$ cat src/rtl/imem_dmem_arbiter_pkg.sv
// Shared types and constants for the IF/MEM unified-memory arbiter.
//   arb_state_e : arbiter FSM encoding
//   NOP_INSN    : instruction returned to IF when a fetch times out
//   mem_cmd_t   : registered command presented to the memory
package imem_dmem_arbiter_pkg;

    localparam int unsigned XLEN   = 32;
    localparam int unsigned STRB_W = XLEN / 8;

    typedef enum logic [1:0] {
        IDLE    = 2'd0,
        IF_BUSY = 2'd1,
        DM_BUSY = 2'd2
    } arb_state_e;

    localparam logic [XLEN-1:0] NOP_INSN = 32'h0000_0013;

    typedef struct packed {
        logic              we;
        logic [XLEN-1:0]   addr;
        logic [XLEN-1:0]   wdata;
        logic [STRB_W-1:0] wstrb;
    } mem_cmd_t;

endpackage

$ cat src/rtl/imem_dmem_arbiter_if.sv
// Bus bundle between the IF/MEM stages, the arbiter and the unified memory.
//   slave  : arbiter view (takes fetch/data requests, drives memory)
//   master : environment view (pipeline stages plus memory model)
interface imem_dmem_arbiter_if;
    import imem_dmem_arbiter_pkg::*;

    // fetch port
    logic              if_req;
    logic [XLEN-1:0]   if_addr;
    logic              if_flush;
    logic [XLEN-1:0]   if_rdata;
    logic              if_valid;
    logic              if_stall;
    // load/store port
    logic              dm_req;
    logic              dm_we;
    logic [XLEN-1:0]   dm_addr;
    logic [XLEN-1:0]   dm_wdata;
    logic [STRB_W-1:0] dm_wstrb;
    logic [XLEN-1:0]   dm_rdata;
    logic              dm_valid;
    logic              dm_stall;
    // memory port
    logic              mem_req;
    logic              mem_we;
    logic [XLEN-1:0]   mem_addr;
    logic [XLEN-1:0]   mem_wdata;
    logic [STRB_W-1:0] mem_wstrb;
    logic              mem_ready;
    logic [XLEN-1:0]   mem_rdata;
    logic              bus_err;

    modport slave (
        input  if_req, if_addr, if_flush,
        output if_rdata, if_valid, if_stall,
        input  dm_req, dm_we, dm_addr, dm_wdata, dm_wstrb,
        output dm_rdata, dm_valid, dm_stall,
        output mem_req, mem_we, mem_addr, mem_wdata, mem_wstrb,
        input  mem_ready, mem_rdata,
        output bus_err
    );

    modport master (
        output if_req, if_addr, if_flush,
        input  if_rdata, if_valid, if_stall,
        output dm_req, dm_we, dm_addr, dm_wdata, dm_wstrb,
        input  dm_rdata, dm_valid, dm_stall,
        input  mem_req, mem_we, mem_addr, mem_wdata, mem_wstrb,
        output mem_ready, mem_rdata,
        input  bus_err
    );
endinterface

$ cat src/rtl/arb_timeout_counter.sv
// Loadable up-counter that saturates at LIMIT and flags terminal count.
//   load_i/load_val_i : synchronous load (wins over en_i)
//   en_i              : count enable
//   tc_o              : counter equals LIMIT
module arb_timeout_counter #(
    parameter int unsigned W     = 7,
    parameter int unsigned LIMIT = 64
) (
    input  logic         clk,
    input  logic         rst_n,
    input  logic         load_i,
    input  logic [W-1:0] load_val_i,
    input  logic         en_i,
    output logic         tc_o
);
    logic [W-1:0] cnt_q, cnt_d;

    assign tc_o = (cnt_q == W'(LIMIT));

    // next count: load, else step until terminal count
    always_comb begin
        cnt_d = cnt_q;
        if (load_i) begin
            cnt_d = load_val_i;
        end else if (en_i && !tc_o) begin
            cnt_d = cnt_q + W'(1);
        end
    end

    always_ff @(posedge clk or negedge rst_n) begin
        if (!rst_n) cnt_q <= '0;
        else        cnt_q <= cnt_d;
    end
endmodule

$ cat src/rtl/imem_dmem_arbiter.sv
// Arbitrates the IF fetch port and the MEM load/store port onto one
// single-port memory. Data has priority unless a waiting fetch has been
// passed over STARVE_LIMIT times. Accesses that see no mem_ready within
// TIMEOUT_CYCLES are aborted and flag bus_err.
//   clk, rst_n : clock, asynchronous active-low reset
//   bus        : fetch, data and memory signals (slave modport)
module imem_dmem_arbiter
    import imem_dmem_arbiter_pkg::*;
#(
    parameter int unsigned STARVE_LIMIT   = 4,
    parameter int unsigned TIMEOUT_CYCLES = 64,
    parameter int unsigned CNT_W          = 7
) (
    input logic                clk,
    input logic                rst_n,
    imem_dmem_arbiter_if.slave bus
);
    localparam int unsigned     SC_W       = $clog2(STARVE_LIMIT + 1);
    localparam logic [SC_W-1:0] STARVE_MAX = SC_W'(STARVE_LIMIT);

    arb_state_e      state_q, state_d;
    logic [SC_W-1:0] starve_q, starve_d;
    logic            discard_q, discard_d;
    logic            mem_req_q, mem_req_d;
    mem_cmd_t        cmd_q, cmd_d;
    logic [XLEN-1:0] if_rdata_q, if_rdata_d;
    logic [XLEN-1:0] dm_rdata_q, dm_rdata_d;
    logic            if_valid_q, if_valid_d;
    logic            dm_valid_q, dm_valid_d;
    logic            bus_err_q, bus_err_d;
    logic            tmo_load_c, tmo_en_c, tmo_tc_c;

    // loaded with 1 at grant so terminal count lands on the last allowed busy cycle
    assign tmo_en_c = (state_q != IDLE);

    arb_timeout_counter #(
        .W     (CNT_W),
        .LIMIT (TIMEOUT_CYCLES)
    ) u_tmo (
        .clk        (clk),
        .rst_n      (rst_n),
        .load_i     (tmo_load_c),
        .load_val_i (CNT_W'(1)),
        .en_i       (tmo_en_c),
        .tc_o       (tmo_tc_c)
    );

    // arbitration, completion and timeout
    always_comb begin
        state_d    = state_q;
        starve_d   = starve_q;
        discard_d  = discard_q;
        mem_req_d  = mem_req_q;
        cmd_d      = cmd_q;
        if_rdata_d = if_rdata_q;
        dm_rdata_d = dm_rdata_q;
        if_valid_d = 1'b0;
        dm_valid_d = 1'b0;
        bus_err_d  = bus_err_q;
        tmo_load_c = 1'b0;

        case (state_q)
            IDLE: begin
                discard_d = 1'b0;
                if (!bus.if_req) starve_d = '0;
                // hold off while a completion pulse is out: its requester still shows the old request
                if (!if_valid_q && !dm_valid_q) begin
                    if (bus.dm_req && !(bus.if_req && starve_q == STARVE_MAX)) begin
                        state_d    = DM_BUSY;
                        mem_req_d  = 1'b1;
                        tmo_load_c = 1'b1;
                        cmd_d      = '{we: bus.dm_we, addr: bus.dm_addr,
                                       wdata: bus.dm_wdata, wstrb: bus.dm_wstrb};
                        // cannot pass STARVE_MAX: at the limit the fetch wins instead
                        if (bus.if_req) starve_d = starve_q + SC_W'(1);
                    end else if (bus.if_req) begin
                        state_d    = IF_BUSY;
                        mem_req_d  = 1'b1;
                        tmo_load_c = 1'b1;
                        cmd_d      = '{we: 1'b0, addr: bus.if_addr, wdata: '0, wstrb: '0};
                        starve_d   = '0;
                    end
                end
            end

            IF_BUSY: begin
                discard_d = discard_q | bus.if_flush;
                if (bus.mem_ready || tmo_tc_c) begin
                    state_d   = IDLE;
                    mem_req_d = 1'b0;
                    discard_d = 1'b0;
                    if (!bus.mem_ready) bus_err_d = 1'b1;
                    // a flushed fetch finishes on the memory side but never reaches IF
                    if (!(discard_q || bus.if_flush)) begin
                        if_valid_d = 1'b1;
                        if_rdata_d = bus.mem_ready ? bus.mem_rdata : NOP_INSN;
                    end
                end
            end

            DM_BUSY: begin
                if (bus.mem_ready || tmo_tc_c) begin
                    state_d    = IDLE;
                    mem_req_d  = 1'b0;
                    dm_valid_d = 1'b1;
                    dm_rdata_d = bus.mem_ready ? bus.mem_rdata : '0;
                    if (!bus.mem_ready) bus_err_d = 1'b1;
                end
            end

            default: state_d = IDLE;
        endcase
    end

    always_ff @(posedge clk or negedge rst_n) begin
        if (!rst_n) begin
            state_q    <= IDLE;
            starve_q   <= '0;
            discard_q  <= 1'b0;
            mem_req_q  <= 1'b0;
            cmd_q      <= '0;
            if_rdata_q <= '0;
            dm_rdata_q <= '0;
            if_valid_q <= 1'b0;
            dm_valid_q <= 1'b0;
            bus_err_q  <= 1'b0;
        end else begin
            state_q    <= state_d;
            starve_q   <= starve_d;
            discard_q  <= discard_d;
            mem_req_q  <= mem_req_d;
            cmd_q      <= cmd_d;
            if_rdata_q <= if_rdata_d;
            dm_rdata_q <= dm_rdata_d;
            if_valid_q <= if_valid_d;
            dm_valid_q <= dm_valid_d;
            bus_err_q  <= bus_err_d;
        end
    end

    assign bus.mem_req   = mem_req_q;
    assign bus.mem_we    = cmd_q.we;
    assign bus.mem_addr  = cmd_q.addr;
    assign bus.mem_wdata = cmd_q.wdata;
    assign bus.mem_wstrb = cmd_q.wstrb;
    assign bus.if_rdata  = if_rdata_q;
    assign bus.if_valid  = if_valid_q;
    assign bus.dm_rdata  = dm_rdata_q;
    assign bus.dm_valid  = dm_valid_q;
    assign bus.bus_err   = bus_err_q;

    // stalls follow the raw requests so they rise in the request cycle itself
    assign bus.if_stall  = bus.if_req & ~if_valid_q;
    assign bus.dm_stall  = bus.dm_req & ~dm_valid_q;
endmodule
$ cat src/flat_wrapper.sv
// flat-port wrapper written by rule: the top's interface ports become plain ports
module imem_dmem_arbiter_flat import imem_dmem_arbiter_pkg::*;
#(
    parameter int unsigned STARVE_LIMIT   = 4,
    parameter int unsigned TIMEOUT_CYCLES = 64,
    parameter int unsigned CNT_W          = 7
)
  (clk, rst_n, bus_if_req, bus_if_addr, bus_if_flush, bus_if_rdata, bus_if_valid, bus_if_stall, bus_dm_req, bus_dm_we, bus_dm_addr, bus_dm_wdata, bus_dm_wstrb, bus_dm_rdata, bus_dm_valid, bus_dm_stall, bus_mem_req, bus_mem_we, bus_mem_addr, bus_mem_wdata, bus_mem_wstrb, bus_mem_ready, bus_mem_rdata, bus_bus_err);
  imem_dmem_arbiter_if bus_i ();
  input logic clk;
  input logic rst_n;
  input wire logic [$bits(bus_i.if_req)-1:0] bus_if_req;
  input wire logic [$bits(bus_i.if_addr)-1:0] bus_if_addr;
  input wire logic [$bits(bus_i.if_flush)-1:0] bus_if_flush;
  output wire logic [$bits(bus_i.if_rdata)-1:0] bus_if_rdata;
  output wire logic [$bits(bus_i.if_valid)-1:0] bus_if_valid;
  output wire logic [$bits(bus_i.if_stall)-1:0] bus_if_stall;
  input wire logic [$bits(bus_i.dm_req)-1:0] bus_dm_req;
  input wire logic [$bits(bus_i.dm_we)-1:0] bus_dm_we;
  input wire logic [$bits(bus_i.dm_addr)-1:0] bus_dm_addr;
  input wire logic [$bits(bus_i.dm_wdata)-1:0] bus_dm_wdata;
  input wire logic [$bits(bus_i.dm_wstrb)-1:0] bus_dm_wstrb;
  output wire logic [$bits(bus_i.dm_rdata)-1:0] bus_dm_rdata;
  output wire logic [$bits(bus_i.dm_valid)-1:0] bus_dm_valid;
  output wire logic [$bits(bus_i.dm_stall)-1:0] bus_dm_stall;
  output wire logic [$bits(bus_i.mem_req)-1:0] bus_mem_req;
  output wire logic [$bits(bus_i.mem_we)-1:0] bus_mem_we;
  output wire logic [$bits(bus_i.mem_addr)-1:0] bus_mem_addr;
  output wire logic [$bits(bus_i.mem_wdata)-1:0] bus_mem_wdata;
  output wire logic [$bits(bus_i.mem_wstrb)-1:0] bus_mem_wstrb;
  input wire logic [$bits(bus_i.mem_ready)-1:0] bus_mem_ready;
  input wire logic [$bits(bus_i.mem_rdata)-1:0] bus_mem_rdata;
  output wire logic [$bits(bus_i.bus_err)-1:0] bus_bus_err;
  assign bus_i.if_req = bus_if_req;
  assign bus_i.if_addr = bus_if_addr;
  assign bus_i.if_flush = bus_if_flush;
  assign bus_if_rdata = bus_i.if_rdata;
  assign bus_if_valid = bus_i.if_valid;
  assign bus_if_stall = bus_i.if_stall;
  assign bus_i.dm_req = bus_dm_req;
  assign bus_i.dm_we = bus_dm_we;
  assign bus_i.dm_addr = bus_dm_addr;
  assign bus_i.dm_wdata = bus_dm_wdata;
  assign bus_i.dm_wstrb = bus_dm_wstrb;
  assign bus_dm_rdata = bus_i.dm_rdata;
  assign bus_dm_valid = bus_i.dm_valid;
  assign bus_dm_stall = bus_i.dm_stall;
  assign bus_mem_req = bus_i.mem_req;
  assign bus_mem_we = bus_i.mem_we;
  assign bus_mem_addr = bus_i.mem_addr;
  assign bus_mem_wdata = bus_i.mem_wdata;
  assign bus_mem_wstrb = bus_i.mem_wstrb;
  assign bus_i.mem_ready = bus_mem_ready;
  assign bus_i.mem_rdata = bus_mem_rdata;
  assign bus_bus_err = bus_i.bus_err;
  imem_dmem_arbiter #(.STARVE_LIMIT(STARVE_LIMIT), .TIMEOUT_CYCLES(TIMEOUT_CYCLES), .CNT_W(CNT_W)) u_core (.clk(clk), .rst_n(rst_n), .bus(bus_i));
endmodule
$ cat config.mk
export PLATFORM = sky130hd
export DESIGN_NAME = imem_dmem_arbiter_flat
export DESIGN_NICKNAME = d
export VERILOG_FILES = /design/src/rtl/imem_dmem_arbiter_pkg.sv /design/src/rtl/imem_dmem_arbiter_if.sv /design/src/rtl/arb_timeout_counter.sv /design/src/rtl/imem_dmem_arbiter.sv /design/src/flat_wrapper.sv
export SDC_FILE = /design/constraint.sdc
export NUM_CORES = 1
export LEC_CHECK = 0
export CAP_MARGIN = 20
export CORE_MARGIN = 3
export CORE_UTILIZATION = 35
export CTS_CLUSTER_SIZE = 14
export DETAILED_ROUTE_END_ITERATION = 8
export PLACE_DENSITY = 0.68
export REMOVE_ABC_BUFFERS = 1
export SLEW_MARGIN = 20
export SYNTH_ARGS = -nofsm -noshare
export SYNTH_HDL_FRONTEND = slang
export SYNTH_SLANG_ARGS = --single-unit
$ cat constraint.sdc
create_clock -name clk -period 2.5 [get_ports clk]
set_input_delay 0.5 -clock clk [delete_from_list [all_inputs] [get_ports clk]]
set_output_delay 0.5 -clock clk [all_outputs]
set_load 0.005 [all_outputs]
# Word-level counts from Yosys, hierarchy flattened
# Cells that the tools add are included.
# W data, S select, Z words.
totals:
  ff_bits: 150
  input_bits: 139
  out_inout_bits: 139
  word_cells: 85
classes:
  addsub: 2
  n_eq_ne: 7
  mux: 32
  bitwise: 7
  reduce_logical: 23
op_table:
  columns: ["op", "n"]
  rows:
  - ["$mux W69", 2]
  - ["$mux W32", 2]
  - ["$mux W3", 5]
  - ["$mux W1", 14]
  - ["$mux W7", 2]
  - ["$reduce_and A3 Y1", 4]
  - ["$reduce_bool A2 Y1", 5]
  - ["$mux W2", 4]
  - ["$add A7 B1 Y7 const B", 1]
  - ["$eq A7 B7 Y1 const B", 1]
  - ["$logic_and A1 B1 Y1", 4]
  - ["$logic_not A1 Y1", 4]
  - ["$ne A2 B1 Y1 const B", 2]
  - ["$not A1 Y1", 4]
  - ["$pmux W1 S2", 2]
  - ["$pmux W2 S2", 1]
  - ["$reduce_and A4 Y1", 1]
  - ["$add A3 B1 Y3 const B", 1]
  - ["$eq A3 B3 Y1 const B", 1]
  - ["$ne A3 B2 Y1 const B", 1]
  - ["$and A1 B1 Y1", 2]
  - ["$eq A2 B1 Y1 const B", 1]
  - ["$eq A2 B2 Y1 const B", 1]
  - ["$logic_not A2 Y1", 1]
  - ["4 further kinds", 5]

# Depth between registers and ports, before layout
# Gate-level depths: netlist (run 1).
logic_depth:
  word_depth: 8
  mapped_depth: 8
  mapped_depth_nobuf: 7

# Hierarchy
# Synthesis (run 1) repeated with hierarchy kept, for this count alone.
hier_totals:
  cells_unflattened: 583
  area_unflattened_um2: 6160.9
modules_own_cells:
  columns: ["mod", "instances", "cells_per_inst", "area_each_um2", "seq_area_each_um2"]
  rows:
  - ["imem_dmem_arbiter", 1, 528, 5703.0, 3578.4]
  - ["arb_timeout_counter", 1, 55, 457.9, 175.2]

# Least setup slack after synthesis (run 1)
# OpenSTA, ideal clock, no wires.
synth_path:
  kind: "reg2reg"
  startpoint: "register u_core.state_q[0]"
  endpoint: "register u_core.u_tmo.cnt_q[1]"
  setup_time_ns: 0.133
  t_arrival_ns: 1.752
  t_required_ns: 2.367
  slack_ns: 0.615
  path_stages_with_launch: 9
  n_path_buf: 2
  period_less_slack_ns: 1.885
  cell_sequence: "dfrtp_1 inv_1 ha_1 nor3b_1 o21ai_0 clkbuf_1 clkbuf_1 o211ai_1 o31ai_1"
synth_via:
  elab_chain_len: 3
  elab_cells_between_ends: 6
  cone_classes: "mux (2); reduce/logical (4)"
synth_rtl:
  columns: ["item", "line_no", "source"]
  rows:
  - ["start: declaration", "imem_dmem_arbiter.sv:21", "arb_state_e state_q, state_d;"]
  - ["start signal: assignment", "imem_dmem_arbiter.sv:128", "state_q <= state_d;"]
  - ["$logic_not A2 Y1 or $reduce_bool A2 Y1 (tied branches)", "imem_dmem_arbiter.sv:62, imem_dmem_arbiter.sv:34", null]
  - ["$mux W1 or $logic_and A1 B1 Y1 (tied branches)", "imem_dmem_arbiter.sv:62, arb_timeout_counter.sv:25", null]
  - ["$mux W7 or $reduce_bool A2 Y1 (tied branches)", null, null]
  - ["end signal: assignment", "arb_timeout_counter.sv:32", "else cnt_q <= cnt_d;"]
  - ["end: declaration", "arb_timeout_counter.sv:16", "logic [W-1:0] cnt_q, cnt_d;"]
# Several ways; a longest one is shown, not always the timed one.
# A chain may end at the register's enable or synchronous reset.

# Worst setup path after layout (run 1)
layout_path:
  startpoint: "input bus_if_req"
  endpoint: "output bus_if_stall"
layout_via:
  elab_chain_len: 1
layout_rtl:
  columns: ["item", "line_no", "source"]
  rows:
  - ["start: declaration", "flat_wrapper.sv:12", "input wire logic [$bits(bus_i.if_req)-1:0] bus_if_req;"]
  - ["$and A1 B1 Y1", "imem_dmem_arbiter.sv:153", "assign bus.if_stall = bus.if_req & ~if_valid_q;"]
  - ["end: declaration", "flat_wrapper.sv:17", "output wire logic [$bits(bus_i.if_stall)-1:0] bus_if_stall;"]
# No other way between the ends.

==> impl_metrics.yaml, run 1 <==
run_status:
  status: "finished clean"
die:
  core_area_um2: 16600
  io_pins: 278
  initial_core_util_pct: 36.0
  die_h_um: 137
  std_cell_rows: 47
  die-area_um2: 18700
  chipWidth_um: 137
placed_design:
  gp_congestion: 0.810
  io_buffers: 277
  dp_hpwl_mm: 12.0
critical_path:
  r2r-end: "u_core.bus.if_rdata[31]$_DFFE_PN0P_"
  path_buf_inv: 2
  rr_startpoint: "u_core.u_tmo.cnt_q[3]$_DFFE_PN0P_"
  setup.worst_path.end_class: "output pin"
  cp-start-kind: "input port"
  rr_worst_depth: 4
  cpPeakStageDelay_ns: 0.51
  required_ns: 2.00
  cp_top_family: "buffers and inverters"
  path_max_fanout: 2
  crit_path_top_delay_cell: "clkdlybuf4s50_1"
  cp_data_arrival_time_ns: 1.62
  r2r_slack_ns: 0.40
  crit_path_frequent_cell: "clkdlybuf4s50_1"
  setup.worst_path.class: "in2out"
  path_cells: "clkdlybuf4s50_1 > nor2b_1 > clkdlybuf4s50_1"
synth:
  netlist.top_cell.by_area: "dfrtp_1"
  synth_cell_type_count: 41
  syn_inst: 464
  async_flop_share_pct: 100
  ys.flop_type: "dfrtp_1"
  postSynthAreaPerCell_um2: 12.9
  yosysSeqAreaShare_pct: 62.7
  ys_warn_count: 0
  synth_top_area_share_pct: 62.7
  synth_common_cells: "150 x dfrtp_1, 99 x a22o_1, 37 x nand2_1, 37 x o21ai_0, 32 x mux2i_1"
  synth_most_common_cell: "dfrtp_1"
  synthTopCellsByArea: "dfrtp_1 63%, a22o_1 14%, mux2i_1 5.4%"
  synthesis.area_um2: 5990
  ys_ff_latch: 150
  synth_edf_count: 0
clock_tree:
  cts_buffer_depth: 2
  clock_latency_ns: 0.42
  cts_setup_buffers: 0
  cts_buffers: 17
  h-tree-depth: 4
  cts_hold_buf: 0
  cts_sinks: 150
  root_buffer: "clkbuf_16"
  clk_pin_slew_worst_paths_ns: 0.06
  cts_tree: "yes"
  cts_resized: 0
grt:
  grt_max_degree: 104
  grt_pass1_vias: 4995
  grt-ovfl-total: 0
  antenna_found_initial: 1
  grt_usage_pct: 17.9
  grt_first_pass_wirelength_mm: 26.2
final_layout:
  seqCellArea_um2: 3750
  drive_above_1_share_pct: 7.42
  area_growth_pct: 60.3
  n_fill_cell: 1363
  nets: 888
  diodes: 0
  multi_input_area_um2: 2020
  fin_util_pct: 57.7
drt:
  via_per_inst: 4.98
  drc_errors: 0
  vias: 4853
  first_iter_violations: 205
  wire_per_inst_um: 17.4
  firstDrtPassIters: 4
  final_antenna_net_count: 0
  drt_wl_total_mm: 17.0
sta:
  clock_skew_ns: 0.0103
  hold_viol: 0
  setup_viol: 0
  finalCritPeriodShare_pct: 84.9
  whs_ns: 0.0660
  rsz0062_at_grt: "no"
  drv_slew: 0
  min_period_ns: 2.12
  fmax_ghz: 0.471
  slew_headroom_pct: 62.2
  worst_slew_pin_slew_ns: 0.567
pwr:
  powerDensity_nw_per_um2: 1160
  power.leakage_uw: 0.00424
  peakVddDrop_uv: 544
run:
  drv_cap: 0
min_path:
  hold_class: "in2async"
layout by cell type, fill, tap and decap left out, types with 2 or more instances in the layout:
master and count:
a21oi_1 2, a22o_1 99, and3_1 2, buf_12 4, buf_4 11, clkbuf_16 17
clkdlybuf4s50_1 276, clkinv_4 3, dfrtp_1 150, ha_1 7, inv_1 12, inv_6 6
inv_8 3, mux2i_1 32, nand2_1 36, nand3_1 2, nand4_1 2, nor2_1 12
nor2b_1 3, nor3b_1 4, o21ai_0 36, o22a_1 3, o311ai_0 2, o31ai_1 3
xor2_1 3
logic make-up (layout without fill, tap and decap cells):
logic type	count (synthesis)	after routing	synth area share (%)
AOI/OAI and AO/OA	154	154	20.2
DFF	150	150	62.7
buffers and inverters	46	337	3.80
adders and majority gates	7	7	1.46
and+or+nand+nor	71	71	5.89
xor gates and xnor gates	4	4	0.585
muxes	32	32	5.35
worst max path at each step:
stage	from	end	slack [ns]	depth (start not counted)
2_1_floorplan	bus_if_req	u_core.u_tmo.cnt_q[2]$_DFFE_PN0P_	-3.89	3
3_3_place_gp	bus_dm_req	bus_dm_stall	0.35	3
3_5_place_dp	bus_dm_req	bus_dm_stall	0.37	3
4_1_cts	bus_dm_req	bus_dm_stall	0.36	3
5_1_grt	u_core.u_tmo.cnt_q[3]$_DFFE_PN0P_	u_core.bus.if_rdata[27]$_DFFE_PN0P_	0.29	4
6_report	bus_if_req	bus_if_stall	0.38	3
power breakdown:
part	switching [µW]	internal (µW)	total [µW]
combinational	1710	2840	4550
clock	1100	1320	2420
sequential	643	3480	4130
per-layer routing:
metal / part of all wire, % / track usage, % / wire [µm] / vias to the layer above
li1: - / - / - / 2280
met1: 42 / 23.1 / 7160 / 2352
met2: 48 / 28.8 / 8180 / 198
met3: 7.9 / 5.33 / 1340 / 21
met4: 1.9 / 6.37 / 323 / 2
met5: 0.076 / 0 / 13 / -
registers in the layout, summed over array words and instances (netlist names), 2 cells and up:
signal                count
u_core.state_q            2
u_core.bus.mem_wdata     32
u_core.bus.mem_wstrb      4
u_core.bus.if_rdata      32
u_core.bus.mem_addr      32
u_core.bus.dm_rdata      32
u_core.starve_q           3
u_core.u_tmo.cnt_q        7
per-stage QoR:
stage	instances	instance area, µm²	total power, µW	setup WS [ns]	TNS, ns
final	975	9600	11100	0.378	0
after global routing	975	9600	11800	0.286	0
after CTS	975	9600	11300	0.364	0
after detailed placement	943	9030	8750	0.370	0
after global placement	943	9030	8630	0.347	0
after floorplan	431	5810	5780	-3.89	-249.18
final cells by class:
type | instances | area share (%)
Clock buffer | 18 | 4.47
Clock inverter | 14 | 1.40
Inverter | 13 | 0.508
Multi-Input combinational cell | 268 | 21.0
Sequential cell | 150 | 39.1
Tap cell | 220 | 2.87
Timing Repair Buffer | 292 | 30.6
worst reg2reg max path, delay by kind of cell (launching register included):
kind / cells / cell delay, ns
AOI/OAI and AO/OA: 2 / 0.61
DFF: 1 / 0.42
and+or+nand+nor: 2 / 0.97
(Power assumes the default switching activity.)
==> run 2: changes to the inputs <==
- PLACE_DENSITY: 0.68 -> 0.71
- clock period: 2.5 -> 1.91 ns (I/O delays scaled with it)
==> impl_metrics.yaml, run 2 (synthesized netlist as in run 1, its figures left out) <==
clock_tree:
  root_buffer: "clkbuf_16"
  clock_latency_ns: 0.43
  h-tree-depth: 4
  clk_pin_slew_worst_paths_ns: 0.06
  cts_buffer_depth: 2
  cts_sinks: 150
  cts_buffers: 17
  cts_tree: "yes"
final_layout:
  n_fill_cell: 1331
  fin_cells: 991
  seqCellArea_um2: 3760
  diodes: 0
  multi_input_area_um2: 2050
  mostFrequentLayoutCell: "clkdlybuf4s50_1"
  final_cell_mix: "273 x clkdlybuf4s50_1, 148 x dfrtp_1, 99 x a22o_1"
  drive_above_1_share_pct: 9.86
  area_growth_pct: 64.8
  nets: 904
  postLayoutCellArea_um2: 9870
min_path:
  hold_class: "in2async"
critical_path:
  cpPeakStageDelay_ns: 0.56
  r2r-end: "u_core.bus.if_rdata[27]$_DFFE_PN0P_"
  crit_path_top_delay_cell: "or4_4"
  cp-start-kind: "register"
  setup.worst_path.class: "reg2reg"
  startpoint: "u_core.u_tmo.cnt_q[3]$_DFFE_PN0P_"
  r2r_slack_ns: 0.05
  cp_top_family: "simple AND/OR/NAND/NOR gates"
  path_buf_inv: 1
  rr_startpoint: "u_core.u_tmo.cnt_q[3]$_DFFE_PN0P_"
  rr_worst_depth: 5
  setup.worst_path.end_class: "register"
  cp-endpoint: "u_core.bus.if_rdata[27]$_DFFE_PN0P_"
  path_depth: 5
  path_max_fanout: 15
  required_ns: 2.22
  cp_data_arrival_time_ns: 2.16
  path_cells: "or4_4 > o21bai_4 > nand3_4 > buf_12 > a22o_1"
placed_design:
  gp_congestion: 0.793
  io_buffers: 277
  placed_area_um2: 9190
  place_ws_ns: -0.0831
  dp_hpwl_mm: 12.6
  dp.cells: 952
grt:
  grt_max_degree: 58
  grt-ovfl-total: 0
  antenna_found_initial: 0
  grt_pass1_vias: 5107
  grt_usage_pct: 18.2
  grt_first_pass_wirelength_mm: 26.6
die:
  std_cell_rows: 47
  die-area_um2: 18700
  io_pins: 278
  core_area_um2: 16600
  initial_core_util_pct: 36.0
  chipWidth_um: 137
  die_h_um: 137
drt:
  drc_errors: 0
  firstDrtPassIters: 4
  via_per_inst: 5.06
  final_antenna_net_count: 0
  drt_wl_total_mm: 17.8
  vias: 5019
  wire_per_inst_um: 18.0
  first_iter_violations: 245
sta:
  finalCritPeriodShare_pct: 97.3
  slew_headroom_pct: 68.9
  timing.final.ws_setup_ns: 0.0519
  min_period_ns: 1.86
  rsz0062_at_grt: "yes"
  drv_slew: 0
  whs_ns: 0.474
  setup_viol: 0
  worst_slew_pin_slew_ns: 0.466
  hold_viol: 0
  fmax_ghz: 0.538
  clock_skew_ns: 0.0161
run_status:
  status: "finished clean"
pwr:
  peakVddDrop_uv: 788
  power.leakage_uw: 0.00436
  p_total_uw: 14800
  powerDensity_nw_per_um2: 1500
run:
  drv_cap: 0
## run 2: layer usage
| metal | vias to the layer above | wire, µm | global-route usage (%) |
|---|---|---|---|
| met1 | 2475 | 7140 | 22.1 |
| met2 | 217 | 8840 | 30.8 |
| met4 | 0 | 317 | 6.54 |
| li1 | 2301 | - | - |
| met3 | 26 | 1520 | 5.33 |
| met5 | - | 0 | 0 |
## run 2: stage by stage
| step | utilization [%] | setup TNS (ns) |
|---|---|---|
| 2_1_floorplan | - | -284.20 |
| 3_3_place_gp | 55.2 | -0.0451 |
| 3_5_place_dp | 55.2 | -0.767 |
| 4_1_cts | 58.8 | -0.0299 |
| 5_1_grt | 59.3 | -0.235 |
| 6_report | 59.3 | 0 |
## run 2: cell type report
cell class	count	area share [%]
Clock buffer	19	4.59
Clock inverter	13	1.15
Inverter	13	0.494
Multi-Input combinational cell	269	20.8
Sequential cell	150	38.1
Tap cell	220	2.79
Timing Repair Buffer	307	32.1
## run 2: how the worst min path moves through the flow
stage	slack (ns)	cells past startpoint	from	endpoint
after floorplan	0.09	0	rst_n	u_core.bus.bus_err$_DFFE_PN0P_
after global placement	0.35	1	rst_n	u_core.bus.mem_addr[13]$_DFFE_PN0P_
after detailed placement	0.35	1	rst_n	u_core.bus.mem_addr[13]$_DFFE_PN0P_
after CTS	0.48	2	rst_n	u_core.bus.mem_addr[13]$_DFFE_PN0P_
after global routing	0.51	2	rst_n	u_core.bus.mem_addr[1]$_DFFE_PN0P_
final	0.47	2	rst_n	u_core.bus.mem_addr[1]$_DFFE_PN0P_
## run 2: repair_timing
action | 4_1_cts | 5_1_grt
hold buffers | 1 | 0
gates cloned | 0 | 2
hold endpoints to repair | 41 | 0
endpoints found under the setup margin | 31 | 41
buffers inserted | 1 | 3
pin swaps | 3 | 0
resized for setup | 6 | 4
## run 2: where the power goes
part	internal, µW	leakage, µW	switching, µW
clock	1770	0.000267	1390
sequential	4560	0.00188	824
combinational	3880	0.00221	2360
